--- src/rtl/weighted_rr_arbiter_pkg.sv ---
// Shared types and helpers for the weighted round-robin arbiter.
// Provides the FSM state encoding, the default burst-field width and a clog2 helper.
package arb_pkg;

  typedef enum logic {
    IDLE  = 1'b0,
    GRANT = 1'b1
  } arb_state_t;

  localparam int unsigned DEF_BLEN_W = 8;

  function automatic int unsigned clog2(input int unsigned v);
    int unsigned r;
    r = 0;
    for (int unsigned i = 0; i < 32; i++) begin
      if ((32'd1 << i) < v) r = i + 1;
    end
    return r;
  endfunction

endpackage

--- src/rtl/weighted_rr_arbiter_if.sv ---
// Bus bundle between the source FIFOs / SRAM FIFO sink and the arbiter.
// The master modport is the environment side; the slave modport is the arbiter side.
interface weighted_rr_arbiter_if
  import arb_pkg::*;
#(
    parameter int unsigned CHANNELS = 6,
    parameter int unsigned DSIZE    = 32,
    parameter int unsigned BLEN_W   = DEF_BLEN_W,
    parameter int unsigned CH_W     = clog2(CHANNELS)
);

    logic [CHANNELS-1:0]        WRITE_REQ;
    logic [CHANNELS-1:0]        HOLD_REQ;
    logic [CHANNELS-1:0]        CH_ENABLE;
    logic [CHANNELS*BLEN_W-1:0] BURST_LEN;
    logic [CHANNELS*DSIZE-1:0]  DATA_IN;
    logic [CHANNELS-1:0]        READ_GRANT;
    logic                       READY_IN;
    logic                       WRITE_OUT;
    logic [DSIZE-1:0]           DATA_OUT;
    logic [CH_W-1:0]            ACTIVE_CH;
    logic                       BUSY;

    modport master (
        output WRITE_REQ, HOLD_REQ, CH_ENABLE, BURST_LEN, DATA_IN, READY_IN,
        input  READ_GRANT, WRITE_OUT, DATA_OUT, ACTIVE_CH, BUSY
    );

    modport slave (
        input  WRITE_REQ, HOLD_REQ, CH_ENABLE, BURST_LEN, DATA_IN, READY_IN,
        output READ_GRANT, WRITE_OUT, DATA_OUT, ACTIVE_CH, BUSY
    );

endinterface

--- src/rtl/weighted_rr_arbiter_rr_next_select.sv ---
// Combinational round-robin picker: first eligible index strictly after i_ptr,
// wrapping modulo CHANNELS, via rotate / priority-encode / unrotate.
module rr_next_select
  import arb_pkg::*;
#(
    parameter int unsigned CHANNELS = 6,
    parameter int unsigned CH_W     = clog2(CHANNELS)
) (
    input  logic [CHANNELS-1:0] i_elig,
    input  logic [CH_W-1:0]     i_ptr,
    output logic [CH_W-1:0]     o_next,
    output logic                o_found
);

    logic [CHANNELS-1:0] w_rot;
    logic [CH_W-1:0]     w_off;

    always_comb begin
        w_rot = '0;
        for (int unsigned k = 0; k < CHANNELS; k++) begin
            int unsigned idx;
            idx = (int'(i_ptr) + 1 + k) % CHANNELS;
            w_rot[k[CH_W-1:0]] = i_elig[idx[CH_W-1:0]];
        end
    end

    always_comb begin
        w_off   = '0;
        o_found = 1'b0;
        for (int unsigned k = 0; k < CHANNELS; k++) begin
            if (w_rot[k[CH_W-1:0]] && !o_found) begin
                w_off   = k[CH_W-1:0];
                o_found = 1'b1;
            end
        end
    end

    always_comb begin
        int unsigned sum;
        sum    = (int'(i_ptr) + 1 + int'(w_off)) % CHANNELS;
        o_next = sum[CH_W-1:0];
    end

endmodule

--- src/rtl/weighted_rr_arbiter.sv ---
// Weighted round-robin arbiter merging per-source FWFT FIFOs into one sink.
// One owner at a time; per-channel burst limits weight the rotation, HOLD_REQ overrides it.
module weighted_rr_arbiter
  import arb_pkg::*;
#(
    parameter int unsigned CHANNELS = 6,
    parameter int unsigned DSIZE    = 32,
    parameter int unsigned BLEN_W   = DEF_BLEN_W,
    parameter int unsigned CH_W     = clog2(CHANNELS)
) (
    input logic             BUS_CLK,
    input logic             BUS_RST,
    weighted_rr_arbiter_if.slave bus
);

    arb_state_t          r_state;
    logic [CH_W-1:0]     r_owner;
    logic [CH_W-1:0]     r_ptr;
    logic [BLEN_W-1:0]   r_cnt;
    logic [BLEN_W-1:0]   r_blen;
    logic                r_wout;
    logic [DSIZE-1:0]    r_dout;

    logic [CHANNELS-1:0] w_elig;
    logic [CH_W-1:0]     w_next;
    logic                w_found;
    logic                w_req;
    logic                w_hold;
    logic                w_en;
    logic                w_lim;
    logic                w_last;
    logic                w_pop;
    logic                w_exit;

    assign w_elig = (bus.WRITE_REQ | bus.HOLD_REQ) & bus.CH_ENABLE;

    rr_next_select #(
        .CHANNELS (CHANNELS),
        .CH_W     (CH_W)
    ) u_sel (
        .i_elig  (w_elig),
        .i_ptr   (r_ptr),
        .o_next  (w_next),
        .o_found (w_found)
    );

    always_comb begin
        w_req  = bus.WRITE_REQ[r_owner];
        w_hold = bus.HOLD_REQ[r_owner];
        w_en   = bus.CH_ENABLE[r_owner];
        w_lim  = (r_blen != '0) && (r_cnt == r_blen);
        w_pop  = (r_state == GRANT) && w_req && bus.READY_IN && w_en && !w_lim;
        // Widened by one bit so a saturated counter cannot wrap into a false match.
        w_last = w_pop && (r_blen != '0) &&
                 (({1'b0, r_cnt} + {{BLEN_W{1'b0}}, 1'b1}) == {1'b0, r_blen});
        w_exit = !w_en || (!w_hold && (!w_req || w_lim || w_last));
        bus.READ_GRANT = '0;
        if (w_pop) bus.READ_GRANT[r_owner] = 1'b1;
    end

    always_ff @(posedge BUS_CLK or posedge BUS_RST) begin
        if (BUS_RST) begin
            r_state <= IDLE;
            r_owner <= '0;
            r_ptr   <= CH_W'(CHANNELS - 1);
            r_cnt   <= '0;
            r_blen  <= '0;
            r_wout  <= 1'b0;
            r_dout  <= '0;
        end else begin
            r_wout <= w_pop;
            if (w_pop) r_dout <= bus.DATA_IN[int'(r_owner)*DSIZE +: DSIZE];
            case (r_state)
                IDLE: begin
                    if (w_found) begin
                        r_owner <= w_next;
                        r_ptr   <= w_next;
                        r_cnt   <= '0;
                        r_blen  <= bus.BURST_LEN[int'(w_next)*BLEN_W +: BLEN_W];
                        r_state <= GRANT;
                    end
                end
                GRANT: begin
                    if (w_pop && !(&r_cnt)) r_cnt <= r_cnt + 1'b1;
                    if (w_exit) r_state <= IDLE;
                end
                default: r_state <= IDLE;
            endcase
        end
    end

    assign bus.WRITE_OUT = r_wout;
    assign bus.DATA_OUT  = r_dout;
    assign bus.ACTIVE_CH = r_owner;
    assign bus.BUSY      = (r_state == GRANT);

endmodule

--- src/flat_wrapper.sv ---
// flat-port wrapper written by rule: the top's interface ports become plain ports
module weighted_rr_arbiter_flat import arb_pkg::*;
#(
    parameter int unsigned CHANNELS = 6,
    parameter int unsigned DSIZE    = 32,
    parameter int unsigned BLEN_W   = DEF_BLEN_W,
    parameter int unsigned CH_W     = clog2(CHANNELS)
)
  (BUS_CLK, BUS_RST, bus_WRITE_REQ, bus_HOLD_REQ, bus_CH_ENABLE, bus_BURST_LEN, bus_DATA_IN, bus_READY_IN, bus_READ_GRANT, bus_WRITE_OUT, bus_DATA_OUT, bus_ACTIVE_CH, bus_BUSY);
  weighted_rr_arbiter_if #(.CHANNELS(CHANNELS), .DSIZE(DSIZE), .BLEN_W(BLEN_W), .CH_W(CH_W)) bus_i ();
  input logic BUS_CLK;
  input logic BUS_RST;
  input wire logic [$bits(bus_i.WRITE_REQ)-1:0] bus_WRITE_REQ;
  input wire logic [$bits(bus_i.HOLD_REQ)-1:0] bus_HOLD_REQ;
  input wire logic [$bits(bus_i.CH_ENABLE)-1:0] bus_CH_ENABLE;
  input wire logic [$bits(bus_i.BURST_LEN)-1:0] bus_BURST_LEN;
  input wire logic [$bits(bus_i.DATA_IN)-1:0] bus_DATA_IN;
  input wire logic [$bits(bus_i.READY_IN)-1:0] bus_READY_IN;
  output wire logic [$bits(bus_i.READ_GRANT)-1:0] bus_READ_GRANT;
  output wire logic [$bits(bus_i.WRITE_OUT)-1:0] bus_WRITE_OUT;
  output wire logic [$bits(bus_i.DATA_OUT)-1:0] bus_DATA_OUT;
  output wire logic [$bits(bus_i.ACTIVE_CH)-1:0] bus_ACTIVE_CH;
  output wire logic [$bits(bus_i.BUSY)-1:0] bus_BUSY;
  assign bus_i.WRITE_REQ = bus_WRITE_REQ;
  assign bus_i.HOLD_REQ = bus_HOLD_REQ;
  assign bus_i.CH_ENABLE = bus_CH_ENABLE;
  assign bus_i.BURST_LEN = bus_BURST_LEN;
  assign bus_i.DATA_IN = bus_DATA_IN;
  assign bus_i.READY_IN = bus_READY_IN;
  assign bus_READ_GRANT = bus_i.READ_GRANT;
  assign bus_WRITE_OUT = bus_i.WRITE_OUT;
  assign bus_DATA_OUT = bus_i.DATA_OUT;
  assign bus_ACTIVE_CH = bus_i.ACTIVE_CH;
  assign bus_BUSY = bus_i.BUSY;
  weighted_rr_arbiter #(.CHANNELS(CHANNELS), .DSIZE(DSIZE), .BLEN_W(BLEN_W), .CH_W(CH_W)) u_core (.BUS_CLK(BUS_CLK), .BUS_RST(BUS_RST), .bus(bus_i));
endmodule
--- config.mk ---
export PLATFORM = sky130hd
export DESIGN_NAME = weighted_rr_arbiter_flat
export DESIGN_NICKNAME = d
export VERILOG_FILES = /design/src/rtl/weighted_rr_arbiter_pkg.sv /design/src/rtl/weighted_rr_arbiter_if.sv /design/src/rtl/weighted_rr_arbiter_rr_next_select.sv /design/src/rtl/weighted_rr_arbiter.sv /design/src/flat_wrapper.sv
export SDC_FILE = /design/constraint.sdc
export NUM_CORES = 1
export LEC_CHECK = 0
export CORE_MARGIN = 1.5
export CORE_UTILIZATION = 45
export DETAILED_ROUTE_END_ITERATION = 6
export GPL_TIMING_DRIVEN = 1
export PLACE_DENSITY = 0.88
export SETUP_SLACK_MARGIN = 0.02
export SLEW_MARGIN = 40
export SYNTH_ARGS = -nofsm -noshare
export SYNTH_HDL_FRONTEND = slang
export SYNTH_SLANG_ARGS = --single-unit
--- constraint.sdc ---
create_clock -name BUS_CLK -period 16.05 [get_ports BUS_CLK]
set_input_delay 3.21 -clock BUS_CLK [delete_from_list [all_inputs] [get_ports BUS_CLK]]
set_output_delay 3.21 -clock BUS_CLK [all_outputs]
set_load 0.01 [all_outputs]
* Word-level counts from Yosys, hierarchy flattened *
Index checks and enable logic that the tools add are counted.

cells by class
  $add $sub $neg = 9
  divide/modulo/power cells = 7
  magnitude comparators = 8
  equal/unequal tests = 4
  shifts and indexed selects = 2
  multiplexer cells = 38
  bitwise gates (word level) = 3
  reduce and logical (&&, ||, !) cells = 32

operator list
  cell                                                    number
  remainder unit 32 x 3 -> 32 bit, second input constant  7
  variable part select 192 x 9 -> 32 bit                  1
  adder 32 x 2 -> 32 bit, second input constant           2
  adder 32 x 3 -> 32 bit, second input constant           2
  variable part select 48 x 7 -> 8 bit                    1
  adder 32 x 1 -> 32 bit, second input constant           1
  adder 32 x 3 -> 32 bit                                  1
  < comparator 3 x 4 -> 1 bit, second input constant      7
  binary-select mux 1 bit (select 3 bit)                  9
  two-way mux 1 bit                                       19
  two-way mux 8 bit                                       2
  case mux 8 bit (2 select lines)                         1
  logical AND 1 bit                                       15
  two-way mux 3 bit                                       4
  zero test 1 bit                                         10
  adder 8 x 1 -> 9 bit, second input constant             1
  equality test 9 x 8 -> 1 bit                            1
  adder 8 x 1 -> 8 bit, second input constant             1
  equality test 8 bit                                     1
  AND reduction 8 bit                                     1
  nonzero test 8 bit                                      1
  AND 6 bit                                               1
  two-way mux 6 bit                                       1
  bitwise OR 6 bit                                        1
  other kinds (8)                                         12

word-level totals
  flip-flop bits (word level) = 56
  output and inout bits = 43

* Longest topological paths before layout *
  word-level depth = 23
  gate-level depth with buffers = 32

* Modules after synthesis *
A second synthesis with hierarchy kept.

unflattened totals
  cells, all modules = 703
  area, all modules = 5830.6 µm²

by module, submodules not included
  module               instances  cells each  area an instance (µm²)  sequential area each (µm²)
  weighted_rr_arbiter  1          449         4007.6                  1378.8
  rr_next_select       1          254         1823.0                  0.0

* Least setup slack after synthesis *
No wires, ideal clock.

  kind = input to output
  start = in bus_CH_ENABLE[5]
  end = out bus_READ_GRANT[0]
  arrival = 4.496 ns
  slack = 8.344 ns
  cell stages on the path = 8
  path buffers = 2
  cells stage by stage = mux2i_1 o21ai_0 o211ai_1 a21oi_1 and3_1 clkbuf_1 clkbuf_1 and2_1

on the way
  cells in the longest elaborated chain, start to end = 5

RTL lines
  what                                     line                       text
  start, declared                          flat_wrapper.sv:15         input wire logic [$bits(bus_i.CH_ENABLE)-1:0] bus_CH_ENABLE;
  binary-select mux 1 bit (select 3 bit)   weighted_rr_arbiter.sv:50  w_en = bus.CH_ENABLE[r_owner];
  two-way mux 1 bit (implied by the code)  weighted_rr_arbiter.sv:50
  logical AND 1 bit (2 in a row)           weighted_rr_arbiter.sv:52  w_pop = (r_state == GRANT) && w_req && bus.READY_IN && w_en && !w_lim;
  two-way mux 6 bit                        weighted_rr_arbiter.sv:58  if (w_pop) bus.READ_GRANT[r_owner] = 1'b1;
  end, declared                            flat_wrapper.sv:19         output wire logic [$bits(bus_i.READ_GRANT)-1:0] bus_READ_GRANT;

Every way passes these cells. The select of a mux whose other input is x is not followed.

* Worst setup path in the final report *
  start = in bus_WRITE_REQ[5]
  end = out bus_READ_GRANT[4]

on the way
  cells in the longest elaborated chain, start to end = 7

RTL lines
  what                                     line                       text
  start, declared                          flat_wrapper.sv:13         input wire logic [$bits(bus_i.WRITE_REQ)-1:0] bus_WRITE_REQ;
  binary-select mux 1 bit (select 3 bit)   weighted_rr_arbiter.sv:48  w_req = bus.WRITE_REQ[r_owner];
  two-way mux 1 bit (implied by the code)  weighted_rr_arbiter.sv:48
  logical AND 1 bit (4 in a row)           weighted_rr_arbiter.sv:52
  two-way mux 6 bit                        weighted_rr_arbiter.sv:58

Every way passes these cells. The select of a mux whose other input is x is not followed.

==> flow_metrics.tcl <==
set metrics [dict create \
    drt_pass1_iterations 7 \
    fin_util 0.7062 \
    synth_top_area_share 0.2162 \
    period_share 0.5606 \
    dp_slack_ns 7.066 \
    hold_path_class "flip-flop to flip-flop" \
    synth_warnings 0 \
    cts_tree "done" \
    finalHoldViolCount 0 \
    skew_ns 0.01105 \
    cts_sinks 55 \
    hold_buffers 0 \
    worstMarginPinSlew_ns 0.7634 \
    top_layer_used "met5" \
    rsz0062_at_grt "false" \
    critPathKind "input pin to output port" \
    fp.coreArea_mm2 0.01330 \
    synth_edf_count 0 \
    nFillCells 1023 \
    reg2reg_from "u_core.r_ptr[0]" \
    start_kind "input pin" \
    rows 42 \
    totalWireLength_um 22920 \
    route.met3.wl_um 1706 \
    async_flop_share 1.000 \
    vias 7056 \
    grt-ovfl-total 0 \
    grt_pass1_vias 6652 \
    drive_above_1_share 0.09343 \
    setup_slack_ns 7.052 \
    first_iter_violations 732 \
    clk_latency_ns 0.30 \
    routedWlPerCell_um 19.93 \
    ir_drop_mv 0.3561 \
    max_freq_mhz 111.1 \
    final_cell_count_no_fill 1150 \
    min-delay-start "u_core.bus.DATA_OUT[27]" \
    grt_max_degree 75 \
    setup_viol 0 \
    antenna_found_initial 1 \
    grt_usage 0.3088 \
    critPathArrivalTime_ns 5.79 \
    wl_met1_um 9266 \
    synth_largest_area_cell "dfrtp_1" \
    die_area_mm2 0.01434 \
    grt_pass1_wl_um 35480 \
    min_period_ns 8.998 \
    cts_buffers 5 \
    wl_met2_um 11490 \
    seq_area_frac_synth 0.2248 \
    htree_num_levels 2 \
    worst-endpoint-required_ns 12.84 \
    r2r_setup_slack_ns 8.62 \
    avgSynthCellArea_um2 8.626 \
    critPathMostFrequentCell "clkdlybuf4s50_1" \
    dp.cells 1142 \
    slowest_delay_ns 0.53 \
    post_cts_buffers 0 \
    initial_core_util 0.4613 \
    gp_congestion 0.9490 \
    timing.hold.ws_ns 0.5540 \
    top_level_ports 304 \
    cts-root-buf "clkbuf_16" \
    path_cells "clkdlybuf4s50_1 > mux2i_1 > o2bb2ai_1 > a22oi_1 > a31oi_1 > and3_2 > buf_4 > and2_1 > clkdlybuf4s50_1" \
    p_leak_nw 3.643 \
    fp.dieW_um 119.7 \
    crit_fanout 74 \
    syn_area_mm2 0.006133 \
    port_buffers 303 \
    dp_hpwl_um 17710 \
    clkSlewWorstSetupHoldPaths_ns 0.08 \
    drc_errors 0 \
    fp.dieH_um 119.7 \
    maxCapViolations 0 \
    synthFlopType "dfrtp_1" \
    crit_start "bus_WRITE_REQ[5]" \
    cellPowerDensity_mw_per_mm2 322.5 \
    num-nets-final 1260 \
    cts.path.max_buffers 2 \
    tns_ns 0 \
    critical_path.slowest_cell "buf_4" \
    slew_violations 0 \
    diodes 0 \
    crit_path_end_kind "output port" \
    synth_fp_nets 998 \
    netlist_instances 711 \
    ctsResizeCount 0 \
    max_slew_margin 0.4911 \
    ant_nets 0 \
    syn2layout_area_growth_pct 53.08 \
    synthDistinctLibCells 81 \
    avgViaCountPerCell 6.136 \
    synth_area_leaders "dfrtp_1 22%, mux2i_1 7.2%, ha_1 5.1%, a221oi_1 5.0%, a22o_1 4.6%" \
    status "complete, no violations" \
    synth_seq_cells 55 \
]
## where the power goes
group / total (mW) / switching, mW / internal, mW / leakage, nW
Sequential: 0.292 / 0.0762 / 0.216 / 0.652
Clock: 0.117 / 0.0565 / 0.0603 / 0.0772
Combinational: 2.62 / 1.31 / 1.30 / 2.91
## layer usage
layer / up-vias / GRT usage
li1: 3294 / -
met1: 3390 / 0.4057
met2: 332 / 0.5381
met3: 38 / 0.04753
met4: 2 / 0.06324
met5: - / 0
## sequential cells by signal, summed over array words and instances (netlist names)
signal,flops
u_core.bus.BUSY,1
u_core.r_cnt,8
u_core.bus.WRITE_OUT,1
u_core.bus.ACTIVE_CH,2
u_core.r_blen,8
u_core.bus.DATA_OUT,32
u_core.r_ptr,3
## Yosys cell counts, types with 15 or more instances
cell      instances
a221oi_1         35
a22o_1           32
a22oi_1          34
a31oi_1          39
clkbuf_1         38
dfrtp_1          53
ha_1             25
mux2_2           19
mux2i_1          44
nand2_1          24
nor2_1           74
nor3_1           15
o21ai_0          24
xor2_1           17
## cell type report
class	count	area (um^2)	area share
inverter	15	56.30	0.005997
clock inverter	3	33.78	0.003598
multi-input combinational	581	4452	0.4741
clock buffer	5	125.1	0.01333
tap	176	220.2	0.02345
timing repair buffer	315	3123	0.3326
sequential	55	1379	0.1469
## critical path: cells and delay by family
kind	cells	cell delay, ns
AOI/OAI and AO/OA	3	0.46
and+or+nand+nor	2	0.41
buffers and inverters	3	1.55
muxes	1	0.09
## cells in the final DEF, fill, tap and decap left out, types with 19 or more instances in the layout
cell type and n:
clkdlybuf4s50_1 303, nor2_1 72, dfrtp_1 53, mux2i_1 44
a31oi_1 39, a221oi_1 35, a22oi_1 34, a22o_1 32
nand2_1 24, ha_1 24, o21ai_0 23, mux2_2 19
## final timing paths
check	to	cells after the start
min in group asynchronous	u_core.r_blen[5]	3
worst max-delay path	bus_READ_GRANT[4]	9
worst min register to register	u_core.bus.DATA_OUT[27]	2
max in group asynchronous	u_core.bus.DATA_OUT[7]	3
worst max register to register	u_core.r_blen[4]	22
worst min-delay path	u_core.bus.DATA_OUT[27]	2
## kinds of logic after synthesis
kind of cell	count (synthesis)	synth area share
adders and majority gates	27	0.05610
and+or+nand+nor	192	0.1595
xor gates and xnor gates	31	0.04672
buffers and inverters	75	0.05569
AOI/OAI and AO/OA	253	0.3150
muxes	78	0.1422
DFF	55	0.2248
## stage by stage
stage	total power [mW]	area (um^2)
2_1_floorplan	2.339	6133
3_3_place_gp	2.817	9220
4_1_cts	3.016	9387
3_5_place_dp	2.889	9228
5_1_grt	3.252	9389
6_report	3.028	9389
Note: power is estimated with default switching activity, not from simulation.
